<file path="src/rtl/serdiv_req_sc.sv">
`default_nettype none
// ============================================================================
// Module      : serdiv_req_sc
// Description : Requester/consumer for the label-aware serial divider: issues
//               one div/rem op, collects the labelled result into a 1-entry
//               writeback buffer and flags handshake protocol violations.
// Revision    : 1.0 - initial release
// ============================================================================
module serdiv_req_sc #(
    parameter int WIDTH = 64,
    parameter int IDW   = 3
) (
    input  logic             clk_i,
    input  logic             rst_ni,
    input  logic             flush_i,
    input  logic             fu_valid_i,
    output logic             fu_ready_o,
    input  logic [IDW-1:0]   fu_id_i,
    input  logic [WIDTH-1:0] fu_op_a_i,
    input  logic [WIDTH-1:0] fu_op_b_i,
    input  logic [1:0]       fu_opcode_i,
    input  logic             fu_a_label_i,
    input  logic             fu_b_label_i,
    input  logic             div_in_rdy_i,
    output logic             div_in_vld_o,
    output logic [IDW-1:0]   div_id_o,
    output logic [WIDTH-1:0] div_op_a_o,
    output logic [WIDTH-1:0] div_op_b_o,
    output logic [1:0]       div_opcode_o,
    output logic             div_a_label_o,
    output logic             div_b_label_o,
    output logic             div_flush_o,
    input  logic             div_out_vld_i,
    output logic             div_out_rdy_o,
    input  logic [IDW-1:0]   div_id_i,
    input  logic [WIDTH-1:0] div_res_i,
    input  logic             div_label_i,
    output logic             wb_valid_o,
    input  logic             wb_ready_i,
    output logic [IDW-1:0]   wb_id_o,
    output logic [WIDTH-1:0] wb_result_o,
    output logic             wb_label_o,
    output logic             err_o
);

    localparam logic [1:0] S_IDLE  = 2'd0;
    localparam logic [1:0] S_ISSUE = 2'd1;
    localparam logic [1:0] S_BUSY  = 2'd2;

    logic [1:0]       r_state;
    logic [1:0]       w_state_nxt;
    logic             w_fu_ready;
    logic             w_in_vld;
    logic             w_out_rdy;
    logic             w_accept;
    logic             w_load;
    logic             w_spurious;
    logic             w_id_mismatch;

    logic [IDW-1:0]   r_id;
    logic [WIDTH-1:0] r_op_a;
    logic [WIDTH-1:0] r_op_b;
    logic [1:0]       r_opcode;
    logic             r_a_label;
    logic             r_b_label;

    logic             r_wb_valid;
    logic [IDW-1:0]   r_wb_id;
    logic [WIDTH-1:0] r_wb_result;
    logic             r_wb_label;
    logic             r_err;

    always_ff @(posedge clk_i) begin
        if (!rst_ni) begin
            r_state <= S_IDLE;
        end else begin
            r_state <= w_state_nxt;
        end
    end

    always_comb begin
        w_state_nxt = r_state;
        if (flush_i) begin
            w_state_nxt = S_IDLE;
        end else begin
            case (r_state)
                S_IDLE:  if (w_accept) w_state_nxt = S_ISSUE;
                S_ISSUE: w_state_nxt = S_BUSY;
                S_BUSY:  if (w_load) w_state_nxt = S_IDLE;
                default: w_state_nxt = S_IDLE;
            endcase
        end
    end

    // Flush masks every handshake strobe so nothing is accepted or loaded in that cycle.
    always_comb begin
        w_fu_ready = 1'b0;
        w_in_vld   = 1'b0;
        w_out_rdy  = 1'b0;
        case (r_state)
            S_IDLE:  w_fu_ready = div_in_rdy_i & ~r_wb_valid & ~flush_i;
            S_ISSUE: w_in_vld   = ~flush_i;
            S_BUSY:  w_out_rdy  = (~r_wb_valid | wb_ready_i) & ~flush_i;
            default: w_fu_ready = 1'b0;
        endcase
    end

    assign w_accept      = fu_valid_i & w_fu_ready;
    assign w_load        = div_out_vld_i & w_out_rdy;
    assign w_spurious    = div_out_vld_i & (r_state != S_BUSY);
    assign w_id_mismatch = w_load & (div_id_i != r_id);

    always_ff @(posedge clk_i) begin
        if (!rst_ni) begin
            r_id      <= '0;
            r_op_a    <= '0;
            r_op_b    <= '0;
            r_opcode  <= '0;
            r_a_label <= 1'b0;
            r_b_label <= 1'b0;
        end else if (w_accept) begin
            r_id      <= fu_id_i;
            r_op_a    <= fu_op_a_i;
            r_op_b    <= fu_op_b_i;
            r_opcode  <= fu_opcode_i;
            r_a_label <= fu_a_label_i;
            r_b_label <= fu_b_label_i;
        end
    end

    // A load in the same cycle as a drain keeps the buffer valid with the new entry.
    always_ff @(posedge clk_i) begin
        if (!rst_ni) begin
            r_wb_valid  <= 1'b0;
            r_wb_id     <= '0;
            r_wb_result <= '0;
            r_wb_label  <= 1'b0;
        end else if (flush_i) begin
            r_wb_valid  <= 1'b0;
        end else if (w_load) begin
            r_wb_valid  <= 1'b1;
            r_wb_id     <= div_id_i;
            r_wb_result <= div_res_i;
            r_wb_label  <= div_label_i;
        end else if (wb_ready_i) begin
            r_wb_valid  <= 1'b0;
        end
    end

    always_ff @(posedge clk_i) begin
        if (!rst_ni) begin
            r_err <= 1'b0;
        end else if (w_spurious | w_id_mismatch) begin
            r_err <= 1'b1;
        end
    end

    assign fu_ready_o    = w_fu_ready;
    assign div_in_vld_o  = w_in_vld;
    assign div_out_rdy_o = w_out_rdy;
    assign div_flush_o   = flush_i;
    assign div_id_o      = r_id;
    assign div_op_a_o    = r_op_a;
    assign div_op_b_o    = r_op_b;
    assign div_opcode_o  = r_opcode;
    assign div_a_label_o = r_a_label;
    assign div_b_label_o = r_b_label;
    assign wb_valid_o    = r_wb_valid;
    assign wb_id_o       = r_wb_id;
    assign wb_result_o   = r_wb_result;
    assign wb_label_o    = r_wb_label;
    assign err_o         = r_err;

endmodule
`default_nettype wire
</file>
<file path="config.mk">
export PLATFORM = sky130hd
export DESIGN_NAME = serdiv_req_sc
export DESIGN_NICKNAME = d
export VERILOG_FILES = /design/src/rtl/serdiv_req_sc.sv
export SDC_FILE = /design/constraint.sdc
export NUM_CORES = 1
export LEC_CHECK = 0
export ABC_AREA = 1
export BUFFER_PORTS_ARGS = -buffer_cell sky130_fd_sc_hd__buf_2
export CORE_AREA = 2 2 161 163
export CTS_BUF_LIST = sky130_fd_sc_hd__clkbuf_16
export DETAILED_ROUTE_END_ITERATION = 10
export DIE_AREA = 0 0 163 165
export SYNTH_ARGS = -nofsm -noshare
export SYNTH_HDL_FRONTEND = slang
export SYNTH_SLANG_ARGS = --single-unit
export TNS_END_PERCENT = 100
</file>
<file path="constraint.sdc">
create_clock -name clk_i -period 1.7 [get_ports clk_i]
set_input_delay 0.34 -clock clk_i [delete_from_list [all_inputs] [get_ports clk_i]]
set_output_delay 0.34 -clock clk_i [all_outputs]
set_load 0.01 [all_outputs]
</file>
==> Word-level counts from Yosys, hierarchy flattened <==
Index checks and enable logic that the tools add are counted.
{ "totals": {"ff_bits": 207, "input_bits": 210, "output_inout_bits": 209, "word_cells": 43} }
{ "classes": {"eq_ne": 6, "n_mux": 8, "n_bitwise": 12, "reduce_logical": 5} }
{ "op_table": {"columns": ["cell", "n"], "rows": [
  ["$and 1x1->1", 7],
  ["$ne 2x2->1 const B", 3],
  ["$pmux 2 s3", 1],
  ["$mux 1", 5],
  ["$mux 2", 2],
  ["$reduce_and 2->1", 2],
  ["$ne 3x3->1", 1],
  ["$not 1->1", 3],
  ["$eq 2x1->1 const B", 1],
  ["$eq 2x2->1 const B", 1],
  ["$logic_not 2->1", 1],
  ["$or 1x1->1", 2],
  ["$reduce_bool 2->1", 1],
  ["$reduce_or 2->1", 1]
]} }

==> Logic depth before layout (Yosys ltp) <==
Gate-level depths: netlist of the first run.
{ "logic_depth": {"ltp_word": 7, "mapped_depth": 8, "depth_no_buf": 6} }

==> Worst setup path after synthesis of the first run <==
No wires, ideal clock.
{ "synth_path": {"path_kind": "input-to-reg", "startpoint": "input fu_valid_i", "endpoint": "register r_op_a[0] (netlist: div_op_a_o[0])", "setup_time_ns": 0.112, "t_arrival_ns": 1.268, "t_required_ns": 1.588, "setup_slack_ns": 0.321, "cell_stages": 6, "n_path_buf": 3, "path_cell_list": "buf_2 -> buf_1 -> buf_1 -> nand4_1 -> nand2_1 -> nor2_1"} }
{ "synth_via": {"elab_chain_len": 1} }
{ "synth_lines": {"columns": ["element", "line", "rtl"], "rows": [
  ["from (decl)", "16", "input logic fu_valid_i,"],
  ["$and 1x1->1", "108", "assign w_accept = fu_valid_i & w_fu_ready;"],
  ["to (signal assigned)", "123", "r_op_a <= fu_op_a_i;"],
  ["to (decl)", "61", "logic [WIDTH-1:0] r_op_a;"]
]} }
No other way between the ends.
A chain may end at the register's enable or synchronous reset.

==> Worst setup path after layout of the first run <==
{ "layout_path": {"startpoint": "register r_wb_valid (netlist: wb_valid_o)", "endpoint": "output fu_ready_o"} }
{ "layout_via": {"elab_chain_len": 4} }
{ "layout_lines": {"columns": ["element", "line", "rtl"], "rows": [
  ["from (decl)", "67", "logic r_wb_valid;"],
  ["from (signal assigned)", "134", "r_wb_valid <= 1'b0;"],
  ["from (signal assigned)", "139", "r_wb_valid <= 1'b0;"],
  ["from (signal assigned)", "141", "r_wb_valid <= 1'b1;"],
  ["$not 1->1", "101", "S_IDLE: w_fu_ready = div_in_rdy_i & ~r_wb_valid & ~flush_i;"],
  ["$and 1x1->1 (2 in series)", "101", null],
  ["$mux 1", "100", "case (r_state)"],
  ["to (decl)", "17", "output logic fu_ready_o,"]
]} }
No other way between the ends.

==> run_results.csv, run 1 <==
group,metric,value,unit
status,outcome,"finished clean",
timing,fin_crit,1.69,ns
timing,worst_pin_slew,0.548,ns
global_routing,gr-total-overflow,0,
clock_tree,cts_tree,"built",
place,gp_congestion,0.788,
timing,whs,0.0784,ns
worst_setup_path,cp_slowest_cell,"dfxtp_2",
synthesis,syn_area,8510,µm²
flow_run,maxCapViolations,0,
worst_setup_path,critPathArrivalTime,1.35,ns
detailed_routing,drt_iter0_drc,632,
global_routing,grt_pass1_vias,8224,
synthesis,syn-num-nets,1432,
synthesis,syn_inst,1222,
timing,drv_slew,0,
worst_setup_path,worst_setup_path_end_kind,"output pin",
timing,fin_crit_sh,99.4,%
worst_setup_path,path_buf_inv,3,
clock_tree,clkSlewWorstSetupHoldPaths,0.06,ns
power_and_ir_drop,switchingPower,2.84,mW
clock_tree,cts-hold-fix-buffers,0,
detailed_routing,ant_nets,0,
die,die-area,26900,µm²
detailed_routing,dr.pass1.iters,5,
clock_tree,cts_buffers,24,
die,die_h,165,µm
worst_setup_path,worstPathCellList,"nor3b_2 > buf_4 > nand2_4 > inv_2 > buf_6",
clock_tree,cts_root_buffer,"clkbuf_16",
worst_setup_path,cp.required,1.36,ns
worst_setup_path,crit_type,"reg -> out",
finish,fin_nets,1809,
timing,maxSlewHeadroom,63.5,%
detailed_routing,post_drt_wl_per_cell,14.3,µm
timing,max_freq,592,MHz
detailed_routing,routed_wl,27800,µm
finish,drive_gt1_share,30.6,%
detailed_routing,vias,9000,
power_and_ir_drop,p_seq_share,45.1,%
power_and_ir_drop,swShare,25.0,%
die,start_util,34.0,%
clock_tree,cts_buffer_depth,3,
global_routing,grt_usage,19.4,%
power_and_ir_drop,p_per_area,963,nW/µm²
detailed_routing,vias_per_cell,4.63,
die,ios,419,
synthesis,avgSynthCellArea,6.96,µm²
synthesis,ys_seq_elements,207,
detailed_routing,drc_errors,0,
synthesis,seq_area_frac_synth,48.7,%
finish,final_common_cell,"buf_2",
worst_setup_path,timing.critical_path.to,"fu_ready_o",
worst_setup_path,r2r_start,"wb_valid_o$_SDFFE_PP0P_",
clock_tree,htree_levels,1,
power_and_ir_drop,p_leak,6.30,nW
worst_setup_path,ff2ff_path_depth,8,
worst_setup_path,rrSetupSlack,0.14,ns
worst_setup_path,critPathMaxStageDelay,0.32,ns
clock_tree,cts.sinks,207,
die,core_area,25000,µm²
timing,setup_viol,0,
synthesis,ys_types,19,
power_and_ir_drop,ir_drop,0.568,mV
hold_path,hp-class,"in -> reg",
worst_setup_path,start_kind,"flop",
worst_setup_path,cp.depth,5,
timing,grt_setup_unrepaired,"true",
finish,nFillCells,2611,
finish,syn_to_final_growth,38.5,%
power_and_ir_drop,p_clk_share,43.4,%
die,die_w,163,µm
global_routing,grt_max_degree,116,
power_and_ir_drop,p_int,8.51,mW
synthesis,yosys_warnings,0,
worst_setup_path,critical-path-top-delay-family,"flip-flops",
timing,setup_tns,0,ns
die,fp-row-count,58,
clock_tree,clk_latency,0.51,ns
place,io_buffers,418,
worst_setup_path,timing.rr.end,"div_op_a_o[21]$_SDFFE_PN0P_",
place,detailed_place_hpwl,19100,µm
global_routing,antenna_found_initial,4,
finish,final_cell_mix,"buf_2 (414), nor2_1 (408), dfxtp_1 (204)",
timing,fin_skew,0.0131,ns
worst_setup_path,worst_setup_path_startpoint,"wb_valid_o$_SDFFE_PP0P_",
global_routing,grt_first_pass_wirelength,42500,µm
timing,finalHoldViolCount,0,
worst_setup_path,crit_fanout,2,
power_and_ir_drop,combPwrFrac,11.6,%
## cells in the mapped netlist
cell type / count / share of area [%]
nor2_2: 3 / 0.22
nor3_1: 1 / 0.059
clkbuf_1: 40 / 1.8
buf_4: 4 / 0.35
nor2_1: 409 / 18
nor3b_1: 1 / 0.088
nor2_4: 1 / 0.13
xnor2_1: 1 / 0.10
a21oi_1: 3 / 0.18
nand2_2: 1 / 0.074
inv_1: 147 / 6.5
buf_6: 6 / 0.79
nand2_1: 146 / 6.4
nand4_1: 136 / 10
nand3_1: 2 / 0.12
buf_2: 27 / 1.6
o21ai_0: 68 / 4.0
dfxtp_1: 207 / 49
buf_1: 19 / 0.84
## area by class of cell
cell class              count  area (µm²)  share of cell area, %
well taps                 330         413                   3.50
clock buffers              25         626                   5.31
repair buffers            447        2520                   21.4
multi-input cells         772        3410                   28.9
inverters                 147         552                   4.68
flip-flops and latches    207        4150                   35.2
diodes                      2        5.00                 0.0425
clock inverters            14         113                  0.956
## worst min-delay path: stages
cell and delay [ns]:
buf_2 0.07, o21ai_0 0.07, nor2_1 0.07
## per-stage QoR
| stage | cells | instance area, µm² | total power, mW | util (%) | setup WS [ns] |
|---|---|---|---|---|---|
| after floorplan | 1222 | 8510 | 5.91 | - | 0.321 |
| after global placement | 1899 | 11000 | 6.52 | 43.8 | 0.109 |
| after detailed placement | 1899 | 11000 | 6.53 | 43.8 | 0.0852 |
| after CTS | 1941 | 11800 | 11.5 | 47.0 | -0.0184 |
| after global routing | 1943 | 11800 | 11.9 | 47.1 | -0.0750 |
| final | 1944 | 11800 | 11.4 | 47.1 | 0.00979 |
## sequential cells by signal, indices dropped and copies added, names as in the netlist
signal	cells
div_opcode_o	2
div_id_o	3
div_op_a_o	64
wb_label_o	1
err_o	1
wb_valid_o	1
div_a_label_o	1
wb_id_o	3
wb_result_o	64
div_b_label_o	1
r_state	2
div_op_b_o	64
## power groups by stage
| stage | Clock [mW] | Sequential (mW) | Combinational (mW) |
|---|---|---|---|
| final | 4.92 | 5.12 | 1.31 |
| after global routing | 5.26 | 5.14 | 1.47 |
| after CTS | 5.07 | 5.12 | 1.33 |
| after detailed placement | 0 | 5.22 | 1.31 |
| after global placement | 0 | 5.22 | 1.30 |
| after floorplan | 0 | 5.30 | 0.610 |
## per-layer routing
layer	share of wire, %	GRT usage [%]
met2	47	33.2
met3	9.3	6.50
met4	2.7	6.48
met1	41	22.8
met5	0.10	0
## logic make-up after synthesis
group           after synthesis  share of synthesized area, %
xor+xnor                      1                         0.103
flops                       207                          48.7
buf+inv                     243                          11.8
simple gates                700                          35.2
compound gates               71                          4.18
## repair_timing
item | CTS | global route
resized for setup | 16 | 3
cloned | 0 | 0
pin swaps | 2 | 1
setup buffers | 3 | 1
endpoints found under the setup margin | 3 | 3
## worst min path at each step
| stage | startpoint | end | slack, ns | depth (start not counted) |
|---|---|---|---|---|
| global placement | div_op_a_o[53]$_SDFFE_PN0P_ | div_op_a_o[53]$_SDFFE_PN0P_ | 0.44 | 2 |
| floorplan | r_state[0]$_SDFFE_PP0P_ | r_state[1]$_SDFFE_PP0P_ | 0.50 | 2 |
| CTS | div_res_i[52] | wb_result_o[52]$_SDFFE_PN0P_ | 0.06 | 3 |
| finish | div_res_i[61] | wb_result_o[61]$_SDFFE_PN0P_ | 0.08 | 3 |
| detailed placement | div_op_a_o[12]$_SDFFE_PN0P_ | div_op_a_o[12]$_SDFFE_PN0P_ | 0.45 | 2 |
| global route | div_res_i[43] | wb_result_o[43]$_SDFFE_PN0P_ | 0.08 | 3 |
Note: power is estimated with default switching activity, not from simulation.
==> run 2: changes to the inputs <==
- PLACE_DENSITY: not set -> 0.73
==> run 2 against run 1 <==
  * Via count increased by 2.5%
  * Maximum frequency increased by 2.3%
  * Die area unchanged
  * Largest cell class unchanged
  * Count of clock-buffer cells in the layout decreased by 2
  * Sequential power about the same
  * Core utilization increased by 0.36 points
  * Cell count increased by 0.93%
  * Combinational power increased by 4%
  * Sequential share of layout area decreased by 0.29 points
==> run_results.csv, run 2 (synthesized netlist as in run 1, its figures left out) <==
group,metric,value,unit
status,outcome,"finished clean",
power_and_ir_drop,ir_drop,0.785,mV
timing,setup_tns,0,ns
timing,max_freq,605,MHz
detailed_routing,dr.pass1.iters,5,
timing,maxSlewHeadroom,76.0,%
clock_tree,cts_buffers,23,
worst_setup_path,cp_slowest_cell,"dfxtp_2",
detailed_routing,post_drt_wl_per_cell,14.1,µm
timing,drv_slew,0,
place,io_buffers,418,
finish,final_common_cell,"buf_2",
global_routing,gr-total-overflow,0,
detailed_routing,ant_nets,0,
worst_setup_path,crit_fanout,2,
clock_tree,cts_buffer_depth,3,
timing,grt_setup_unrepaired,"true",
detailed_routing,drt_iter0_drc,657,
detailed_routing,vias_per_cell,4.70,
place,dp.cells,1915,
detailed_routing,drc_errors,0,
finish,post-route-util,47.4,%
worst_setup_path,start_kind,"flop",
worst_setup_path,worst_setup_path_end_kind,"output pin",
place,placed_area,11100,µm²
clock_tree,cts_tree,"built",
die,core_area,25000,µm²
finish,final_cell_mix,"buf_2 (414), nor2_1 (409), dfxtp_1 (204)",
clock_tree,clk_latency,0.52,ns
die,start_util,34.0,%
clock_tree,cts_root_buffer,"clkbuf_16",
timing,fin_crit_sh,97.2,%
flow_run,maxCapViolations,0,
finish,drive_gt1_share,31.0,%
worst_setup_path,critPathMaxStageDelay,0.34,ns
power_and_ir_drop,p_leak,6.40,nW
timing,finalHoldViolCount,0,
die,fp-row-count,58,
timing,worst_pin_slew,0.360,ns
detailed_routing,routed_wl,27700,µm
place,gp_congestion,0.851,
timing,fin_skew,0.0255,ns
finish,final_area,11900,µm²
global_routing,antenna_found_initial,2,
worst_setup_path,crit_type,"reg -> out",
die,ios,419,
clock_tree,htree_levels,1,
global_routing,grt_usage,19.4,%
die,die_h,165,µm
finish,fin_nets,1826,
clock_tree,cts.sinks,207,
clock_tree,cts-hold-fix-buffers,0,
global_routing,grt_first_pass_wirelength,42300,µm
finish,fin_cells,1962,
finish,syn_to_final_growth,39.6,%
global_routing,grt_pass1_vias,8532,
worst_setup_path,critPathArrivalTime,1.31,ns
power_and_ir_drop,power,11.0,mW
place,detailed_place_hpwl,19700,µm
hold_path,hp-class,"in -> reg",
timing,setup_viol,0,
worst_setup_path,cp.required,1.36,ns
global_routing,grt_max_degree,74,
clock_tree,clkSlewWorstSetupHoldPaths,0.06,ns
timing,fin_crit,1.65,ns
die,die-area,26900,µm²
power_and_ir_drop,p_per_area,928,nW/µm²
die,die_w,163,µm
worst_setup_path,worstPathCellList,"nor3b_4 > nand2_2 > inv_2 > buf_6",
detailed_routing,vias,9225,
-- run 2: layer usage --
metal	vias to the layer above	routed length, µm	GRT usage [%]
li1	4603	-	-
met1	4192	11000	22.3
met2	378	13500	34.6
met3	52	2530	5.47
met4	0	731	6.60
met5	-	0	0
-- run 2: layout make-up --
class / count / area (µm²)
clock inverters: 17 / 96.3
inverters: 147 / 554
repair buffers: 465 / 2680
diodes: 1 / 2.50
multi-input cells: 772 / 3400
clock buffers: 23 / 576
fillers: 2495 / 13200
well taps: 330 / 413
flip-flops and latches: 207 / 4150
-- run 2: worst paths after layout --
check | start | endpoint | slack (ns) | cells past startpoint
max | wb_valid_o$_SDFFE_PP0P_ | fu_ready_o | 0.05 | 4
min | div_res_i[42] | wb_result_o[42]$_SDFFE_PN0P_ | 0.06 | 3
max reg2reg | wb_valid_o$_SDFFE_PP0P_ | div_op_a_o[29]$_SDFFE_PN0P_ | 0.16 | 7
min reg2reg | div_op_b_o[46]$_SDFFE_PN0P_ | div_op_b_o[46]$_SDFFE_PN0P_ | 0.46 | 2
-- run 2: report_power, final --
group	internal, mW	total (mW)	switching, mW	leakage, nW
Clock	2.58	4.54	1.96	0.369
Sequential	5.03	5.12	0.0917	1.69
Combinational	0.590	1.36	0.770	4.34
-- run 2: worst max-delay path: cells and delay by family, from the launching register on --
| kind | cells | cell delay, ns |
|---|---|---|
| flip-flops | 1 | 0.34 |
| AND/OR/NAND/NOR | 2 | 0.29 |
| buffers and inverters | 2 | 0.16 |
-- run 2: metrics by stage --
step,setup WS [ns],hold slack (ns)
finish,0.0476,0.0613
global placement,0.0671,0.443
CTS,-0.0133,0.0377
detailed placement,0.0228,0.454
floorplan,0.321,0.500
global route,-0.00884,0.0625
-- run 2: timing repair --
action                     in CTS  in global routing
pin swaps                       5                  4
setup endpoints to repair       2                  3
buffers inserted                6                  0
resized for setup              11                  6
